[config.mk]
export PLATFORM = sky130hd
export DESIGN_NAME = product_accumulator
export DESIGN_NICKNAME = d
export VERILOG_FILES = /design/src/rtl/product_accumulator.sv
export SDC_FILE = /design/constraint.sdc
export NUM_CORES = 1
export LEC_CHECK = 0
export CAP_MARGIN = 0
export CORE_MARGIN = 3
export CORE_UTILIZATION = 53
export DETAILED_ROUTE_END_ITERATION = 8
export PLACE_DENSITY = 0.84
export SLEW_MARGIN = 20
export SYNTH_ARGS = -nofsm -noshare
export SYNTH_HDL_FRONTEND = slang
export SYNTH_SLANG_ARGS = --single-unit
[constraint.sdc]
create_clock -name clk -period 3.6 [get_ports clk]
set_clock_uncertainty 0.15 [all_clocks]
set_input_delay 0.72 -clock clk [delete_from_list [all_inputs] [get_ports clk]]
set_output_delay 0.72 -clock clk [all_outputs]
set_load 0.02 [all_outputs]
[src/rtl/product_accumulator.sv]
// Accumulates a programmed count of unsigned multiplier products into a wider sum,
// with valid/ready handshakes on both sides and a sticky carry-out flag.
//
// state | meaning
// IDLE  | waiting for start; no product accepted, no sum presented
// ACCUM | accepting products until the programmed count is consumed
// DONE  | sum final and presented until downstream takes it
module product_accumulator #(
  parameter int PROD_W = 8,
  parameter int ACC_W  = 16,
  parameter int CNT_W  = 4
) (
  input  logic              clk,
  input  logic              rst,
  input  logic              start,
  input  logic [CNT_W-1:0]  len,
  input  logic [PROD_W-1:0] prod,
  input  logic              prod_valid,
  output logic              prod_ready,
  output logic [ACC_W-1:0]  sum,
  output logic              sum_valid,
  input  logic              sum_ready,
  output logic              overflow,
  output logic              busy
);

  typedef enum logic [1:0] {
    IDLE  = 2'd0,
    ACCUM = 2'd1,
    DONE  = 2'd2
  } state_t;

  state_t           state;
  logic [ACC_W-1:0] acc;
  logic [CNT_W-1:0] remaining;
  logic [ACC_W:0]   add_full;

  // One extra bit captures the carry out of the accumulator width.
  assign add_full = {1'b0, acc} + (ACC_W+1)'(prod);
  assign sum      = acc;

  always_ff @(posedge clk) begin
    if (rst) begin
      state      <= IDLE;
      acc        <= '0;
      remaining  <= '0;
      overflow   <= 1'b0;
      prod_ready <= 1'b0;
      sum_valid  <= 1'b0;
      busy       <= 1'b0;
    end else begin
      case (state)
        IDLE: begin
          if (start) begin
            acc       <= '0;
            overflow  <= 1'b0;
            remaining <= len;
            busy      <= 1'b1;
            if (len == '0) begin
              state     <= DONE;
              sum_valid <= 1'b1;
            end else begin
              state      <= ACCUM;
              prod_ready <= 1'b1;
            end
          end
        end
        ACCUM: begin
          // prod_ready is high for the whole of ACCUM, so prod_valid alone marks a transfer.
          if (prod_valid) begin
            acc       <= add_full[ACC_W-1:0];
            remaining <= remaining - 1'b1;
            if (add_full[ACC_W]) overflow <= 1'b1;
            if (remaining == CNT_W'(1)) begin
              state      <= DONE;
              prod_ready <= 1'b0;
              sum_valid  <= 1'b1;
            end
          end
        end
        DONE: begin
          if (sum_ready) begin
            state     <= IDLE;
            sum_valid <= 1'b0;
            busy      <= 1'b0;
          end
        end
        default: begin
          state      <= IDLE;
          prod_ready <= 1'b0;
          sum_valid  <= 1'b0;
          busy       <= 1'b0;
        end
      endcase
    end
  end

endmodule

==> results of run 1 <==
==> synth_stat cells, types with 2 or more instances <==
master                     instances  area, sq um
sky130_fd_sc_hd__buf_2             2         10.0
sky130_fd_sc_hd__nor4_1            2         12.5
sky130_fd_sc_hd__nand4_1           5         31.3
sky130_fd_sc_hd__nor3_1            3         15.0
sky130_fd_sc_hd__nor2_1           16         60.1
sky130_fd_sc_hd__o21a_1            4         30.0
sky130_fd_sc_hd__o211ai_1          5         37.5
sky130_fd_sc_hd__mux2i_1           3         30.0
sky130_fd_sc_hd__ha_1             10          125
sky130_fd_sc_hd__dfxtp_1          26          521
sky130_fd_sc_hd__xor2_1            4         35.0
sky130_fd_sc_hd__nor2b_1           4         25.0
sky130_fd_sc_hd__or4_1             2         15.0
sky130_fd_sc_hd__clkbuf_1          5         18.8
sky130_fd_sc_hd__nand2b_1          5         31.3
sky130_fd_sc_hd__inv_1            10         37.5
sky130_fd_sc_hd__and2_1            2         12.5
sky130_fd_sc_hd__nand3_1          15         75.1
sky130_fd_sc_hd__o21ai_0          11         55.1
sky130_fd_sc_hd__a31oi_1           2         12.5
sky130_fd_sc_hd__a21oi_1          19         95.1
sky130_fd_sc_hd__a211oi_1          2         15.0
sky130_fd_sc_hd__nand2_1          12         45.0
sky130_fd_sc_hd__or3_1             3         18.8
sky130_fd_sc_hd__buf_6             2         22.5
==> logic make-up (layout without fill, tap and decap cells) <==
logic type | after synthesis | count (layout)
AOI/OAI and AO/OA | 56 | 56
xor gates and xnor gates | 5 | 5
adders and majority gates | 11 | 11
buffers and inverters | 19 | 51
DFF | 26 | 26
muxes | 4 | 4
and+or+nand+nor | 74 | 74
==> worst paths after layout <==
path                            slack, ns  cells after the start  startpoint  endpoint
worst max-delay path                 0.70                      9     prod[0]  overflow
worst min-delay path                 0.33                      2      sum[2]    sum[2]
worst max register to register       1.18                      8      sum[0]  overflow
worst min register to register       0.33                      2      sum[2]    sum[2]
==> power breakdown <==
group / total, uW / internal (uW) / switching, uW
clock: 204 / 112 / 91.5
sequential: 339 / 315 / 24.4
combinational: 269 / 114 / 155
total: 812 / 541 / 271
==> sequential cells by signal (all words and copies together) (netlist names) <==
name,cells
prod_ready,1
remaining,4
overflow,1
busy,1
state,2
sum_valid,1
sum,16
==> per-layer routing <==
metal | share of wire, % | global-route usage (%) | vias to the layer above
li1 | - | - | 784
met1 | 44 | 28.5 | 741
met2 | 49 | 38.0 | 53
met3 | 5.5 | 3.40 | 4
met4 | 0.87 | 8.36 | 0
met5 | 0 | 0 | -
==> cell type report <==
type | instances | area share (%)
clock inverter | 1 | 1.50
inverter | 10 | 1.88
timing repair buffer | 37 | 18.4
multi-input combinational | 150 | 49.0
tap | 31 | 1.94
clock buffer | 3 | 1.13
sequential | 26 | 26.1
==> cell usage in the layout (no fill, tap or decap), types with 2 or more instances in the layout <==
cell type and instances:
sky130_fd_sc_hd__clkdlybuf4s50_1 36, sky130_fd_sc_hd__dfxtp_1 26, sky130_fd_sc_hd__a21oi_1 19, sky130_fd_sc_hd__nor2_1 16
sky130_fd_sc_hd__nand3_1 15, sky130_fd_sc_hd__nand2_1 12, sky130_fd_sc_hd__o21ai_0 11, sky130_fd_sc_hd__inv_1 10
sky130_fd_sc_hd__ha_1 10, sky130_fd_sc_hd__nand2b_1 5, sky130_fd_sc_hd__o211ai_1 5, sky130_fd_sc_hd__nand4_1 5
sky130_fd_sc_hd__o21a_1 4, sky130_fd_sc_hd__nor2b_1 4, sky130_fd_sc_hd__xor2_1 4, sky130_fd_sc_hd__mux2i_1 3
sky130_fd_sc_hd__nor3_1 3, sky130_fd_sc_hd__or3_1 3, sky130_fd_sc_hd__clkbuf_4 3, sky130_fd_sc_hd__nor4_1 2
sky130_fd_sc_hd__a31oi_1 2, sky130_fd_sc_hd__and2_1 2, sky130_fd_sc_hd__or4_1 2, sky130_fd_sc_hd__a211oi_1 2
==> critical path: cells and delay by family <==
family	cells	cell delay [ns]
AO/OA/AOI/OAI	4	0.95
AND/OR/NAND/NOR	1	0.20
adder cells (fa/ha/maj)	2	0.56
buffers and inverters	2	0.53
==> stage by stage <==
| step | std cells | hold WS, ns | instance area, sq um | power [uW] |
|---|---|---|---|---|
| 2_1_floorplan | 195 | 0.295 | 1590 | 530 |
| 4_1_cts | 258 | 0.335 | 2000 | 813 |
| 6_report | 258 | 0.332 | 2000 | 812 |
| 3_5_place_dp | 254 | 0.315 | 1940 | 612 |
| 5_1_grt | 258 | 0.361 | 2000 | 859 |
| 3_3_place_gp | 254 | 0.308 | 1940 | 602 |
==> summary.txt, run 1 <==
=================================================================================
Diodes inserted                                                                 0
Clk Latency, worst-skew pair                                              0.32 ns
Starting density of the core                                                56.6%
Count of mapped cells out of synthesis                                        195
Max Fclk                                                                  345 MHz
Combinational family with the most area after synthesis              simple AND/OR/NAND/NOR gates
Worst path setup slack after routing                                     0.699 ns
Post-detail-place hpwl                                                    2970 um
Path type of the worst min-delay path                                flop to flop
CTS root buf                                                         sky130_fd_sc_hd__clkbuf_4
Static leakage                                                        0.000718 uW
Area share of and/or/nand/nor cells after synthesis                         23.8%
Critical path's largest stage delay                                       0.48 ns
Via count normalized by instance count                                       6.13
Final antenna-violating net count                                               0
Vias                                                                         1582
Critical path startpoint category                                      input port
Reg clk slew, reported paths                                              0.15 ns
RSZ-0062 raised after global routing                                           no
Critical path endpoint category                                              flop
Residual DRC count                                                              0
Relative slew slack                                                         56.0%
Max VDD drop                                                               281 uV
Number of max-slew violations in the final report                               0
Iter 0 DRT Violations                                                          96
Global placement routability congestion                                     0.873
Multiplexer fraction of the synthesized cell area                           2.60%
DIE AREA                                                               3690 sq um
Routed len/inst                                                           15.2 um
Clock tree from TritonCTS                                                     yes
Critical-path top delay cell                                         sky130_fd_sc_hd__clkdlybuf4s50_1
Setup TNS after final layout                                                 0 ns
Run status                                                              completed
Hold violation count in the final report                                        0
Mapped cell area                                                       1590 sq um
Yosys synthesis warning count                                                   0
FF+latch area                                                           520 sq um
Number of unique standard cell types used by synthesis                         46
Most instantiated flip-flop cell in the synthesis netlist            sky130_fd_sc_hd__dfxtp_1
Portion of the post-synthesis area used by sequential elements              32.8%
Maximum number of pins on one net before global-route repair                   18
Number of register bits inferred by synthesis                                  26
CTS hold repair buffers                                                         0
Count of flip-flops with a built-in enable after synthesis                      0
First-pass GRT wire length                                                6300 um
Number of gates given a new drive strength after cts                            0
Placement Rows                                                                 19
Area of the multi-input gates                                           978 sq um
Final critical-path required period                                       2.90 ns
Antenna violations before repair                                                0
Post-synth net total                                                          223
Number of H-tree branching levels                                               1
Overall fraction of global-route tracks in use                              22.4%
Maximum fanout encountered on the critical timing path                          8
Maximum clock insertion buffer count                                            2
TritonCTS Sinks                                                                26
Post-CTS Setup Bufs                                                             0
Final net count                                                               256
Number of maximum-capacitance constraint violations                             0
Sum of overflow across all layers after global routing                          0
Share of the core filled with cells                                         71.1%
Number of filler instances in the final layout                                236
Xor and xnor area share after synthesis                                     2.76%
Die span in x                                                             60.7 um
Worst Max-Slew Pin Slew                                                  0.657 ns
Complex-gate fraction of the synthesized area                               23.3%
Worst endpoint data arrival time                                          2.96 ns
List of cells traversed by the critical path                         clkdlybuf4s50_1, ha_1, inv_1, fa_1, nand2b_1, a21oi_1, o221ai_2, o311ai_0, o41ai_1
Total clock buffers created by CTS                                              3
Critical Path RT                                                          3.66 ns
Crit Path Class                                                      input port to flop
Total of buffers placed on input and output ports                              36
Top-level I/O count                                                            37
Synthesized area divided by synthesized cell count                     8.14 sq um
Share of synthesized flip-flops with an asynchronous set or reset              0%
Fraction of layout cells with a size suffix above 1                         3.52%
Via count of the first global-routing pass                                   1443
Power per cell area                                                   407 nW/um^2
Number of setup violations in the final report                                  0
Post-Place Setup Slack                                                   0.356 ns
Synth Area in Adders                                                        9.14%
Ratio of final minimum period to clock period                               80.6%
Core ar.                                                               2810 sq um
Vert. Die Dim                                                             60.7 um
Final WL                                                                  3910 um
Area growth from synthesis to final layout                                  25.7%
Number of optimization iterations in the first detailed-route pass              4
=================================================================================
Note: power is estimated with default switching activity, not from simulation.
==> run 2: changes to the inputs <==
Settings changed: CORE_UTILIZATION 53 to 49, PLACE_DENSITY 0.84 to 0.79.
Clock period 3.6 ns to 2.8 ns, I/O delays scaled along.
==> run 2 against run 1 <==
Die area grew 7.3%. Sequential share of layout area shrank 0.85 points. Critical path depth is the same. Combinational power grew 33%. Critical path type unchanged. Largest power group unchanged. Count of clock-buffer cells in the layout grew 1. Global-route usage shrank 1.1 points. First-iteration DRC count grew 61%. Sequential power grew 29%. Largest cell class unchanged. Power grew 23%.
==> summary.txt, run 2 (synthesized netlist as in run 1, its figures left out) <==
=================================================================================
Most common cell on crit path                                        sky130_fd_sc_hd__a21oi_1
Reg clk slew, reported paths                                              0.15 ns
Relative slew slack                                                         59.9%
Critical-path top delay cell                                         sky130_fd_sc_hd__clkdlybuf4s50_1
Number of max-slew violations in the final report                               0
Residual DRC count                                                              0
Critical path startpoint category                                      input port
Maximum number of pins on one net before global-route repair                   15
Core ar.                                                               3080 sq um
Global placement routability congestion                                     0.868
Number of flip-flops in the largest register                                   16
Post-detail-place hpwl                                                    3070 um
Final antenna-violating net count                                               0
Number of filler instances in the final layout                                271
Max VDD drop                                                               272 uV
Total clock buffers created by CTS                                              3
Fraction of layout cells with a size suffix above 1                         7.20%
Clock share of power                                                        20.6%
Placement Rows                                                                 20
CTS root buf                                                         sky130_fd_sc_hd__clkbuf_4
Combinational fraction of design power                                      35.7%
TritonCTS Sinks                                                                26
Clk Latency, worst-skew pair                                              0.34 ns
Worst Max-Slew Pin Slew                                                  0.599 ns
Sum of overflow across all layers after global routing                          0
Routed len/inst                                                           14.4 um
Highest-count cells in the layout ignoring fill and taps             36 x sky130_fd_sc_hd__clkdlybuf4s50_1, 26 x sky130_fd_sc_hd__dfxtp_1, 19 x sky130_fd_sc_hd__a21oi_1
RSZ-0062 raised after global routing                                           no
Crit Path Class                                                      input port to flop
Antenna violations before repair                                                0
Max Fclk                                                                  379 MHz
Top-level I/O count                                                            37
First-pass GRT wire length                                                6930 um
Area of the multi-input gates                                           978 sq um
Overall fraction of global-route tracks in use                              21.3%
Static leakage                                                        0.000752 uW
WP buf/inv                                                                      2
Post-CTS Setup Bufs                                                             0
Worst endpoint data arrival time                                          2.78 ns
Hold violation count in the final report                                        0
Total of buffers placed on input and output ports                              36
Final net count                                                               265
Switching Fraction                                                          35.7%
Iter 0 DRT Violations                                                         155
FF+latch area                                                           520 sq um
Crit-path leading delay family                                       compound AO/OA/AOI/OAI gates
Maximum fanout encountered on the critical timing path                          7
Starting density of the core                                                51.6%
Most common cell after layout, fill and taps aside                   sky130_fd_sc_hd__clkdlybuf4s50_1
Number of optimization iterations in the first detailed-route pass              4
Part of the power in registers                                              43.7%
Diodes inserted                                                                 0
CTS hold repair buffers                                                         0
Vias                                                                         1596
Number of setup violations in the final report                                  0
Power per cell area                                                   485 nW/um^2
DIE AREA                                                               3960 sq um
Number of maximum-capacitance constraint violations                             0
Vert. Die Dim                                                             62.9 um
Run status                                                              completed
Final WL                                                                  4020 um
Switching Power                                                            357 uW
Critical path's largest stage delay                                       0.46 ns
Via count normalized by instance count                                       5.70
Post-Place Setup Slack                                                  -0.219 ns
Clock tree from TritonCTS                                                     yes
Path type of the worst min-delay path                                flop to flop
Via count of the first global-routing pass                                   1542
Final-layout worst hold slack                                            0.337 ns
Cell-internal power                                                        643 uW
Die span in x                                                             62.9 um
Area growth from synthesis to final layout                                  29.9%
Critical Path RT                                                          2.94 ns
Final critical-path required period                                       2.64 ns
Critical path endpoint category                                              flop
List of cells traversed by the critical path                         clkdlybuf4s50_1, ha_1, inv_1, fa_1, nand2b_1, a21oi_1, o221ai_2, or3_1, a21oi_1
Ratio of final minimum period to clock period                               94.2%
Worst path setup slack after routing                                     0.162 ns
Maximum clock insertion buffer count                                            2
Number of H-tree branching levels                                               1
Number of gates given a new drive strength after cts                            0
=================================================================================
==> run 2: cell count changes in the layout (fill, tap and decap cells not counted) <==
cell                        before  now
sky130_fd_sc_hd__buf_4           1   10
sky130_fd_sc_hd__bufinv_16       1    0
sky130_fd_sc_hd__clkbuf_8        0    1
sky130_fd_sc_hd__o311ai_0        1    0
sky130_fd_sc_hd__o311ai_1        0    1
==> run 2: worst register-to-register path, delay by kind of cell (launching register included) <==
kind | cells | cell delay, ns
fa+ha+maj | 2 | 0.55
flops | 1 | 0.38
buf+inv | 1 | 0.05
compound gates | 3 | 0.60
simple gates | 2 | 0.56
==> run 2: layer usage <==
metal	track usage (%)	part of all wire (%)	vias up
met4	8.82	1.5	0
met3	3.06	4.7	7
met1	27.0	44	749
met2	35.7	50	40
met5	0	0	-
li1	-	-	800
==> run 2: final timing paths <==
| kind | to | start | cells after the start | slack, ns |
|---|---|---|---|---|
| setup / recovery | sum[14] | prod[0] | 9 | 0.16 |
| hold / removal | sum[0] | sum[0] | 2 | 0.34 |
| setup reg to reg | sum[14] | sum[0] | 8 | 0.45 |
| hold reg to reg | sum[0] | sum[0] | 2 | 0.34 |
==> run 2: power by group through the flow <==
stage | combinational, uW | sequential (uW) | clock [uW]
after global routing | 401 | 442 | 225
after detailed placement | 355 | 443 | 0
after global placement | 344 | 442 | 0
final | 358 | 437 | 206
after CTS | 357 | 436 | 203
after floorplan | 225 | 457 | 0
==> run 2: area by class of cell <==
type / instances / area share [%]
tap: 44 / 2.67
inverter: 10 / 1.82
timing repair buffer: 46 / 21.1
sequential: 26 / 25.2
clock buffer: 4 / 1.76
multi-input combinational: 150 / 47.4
==> run 2: stage by stage <==
| stage | total power [uW] | util [%] | cell area [sq um] | setup TNS (ns) | instances |
|---|---|---|---|---|---|
| after floorplan | 682 | - | 1590 | 0 | 195 |
| after global placement | 786 | 65.9 | 2030 | -0.271 | 276 |
| after detailed placement | 798 | 65.9 | 2030 | -0.636 | 276 |
| after CTS | 996 | 67.0 | 2060 | 0 | 280 |
| after global routing | 1070 | 67.0 | 2060 | 0 | 280 |
| final | 1000 | 67.0 | 2060 | 0 | 280 |
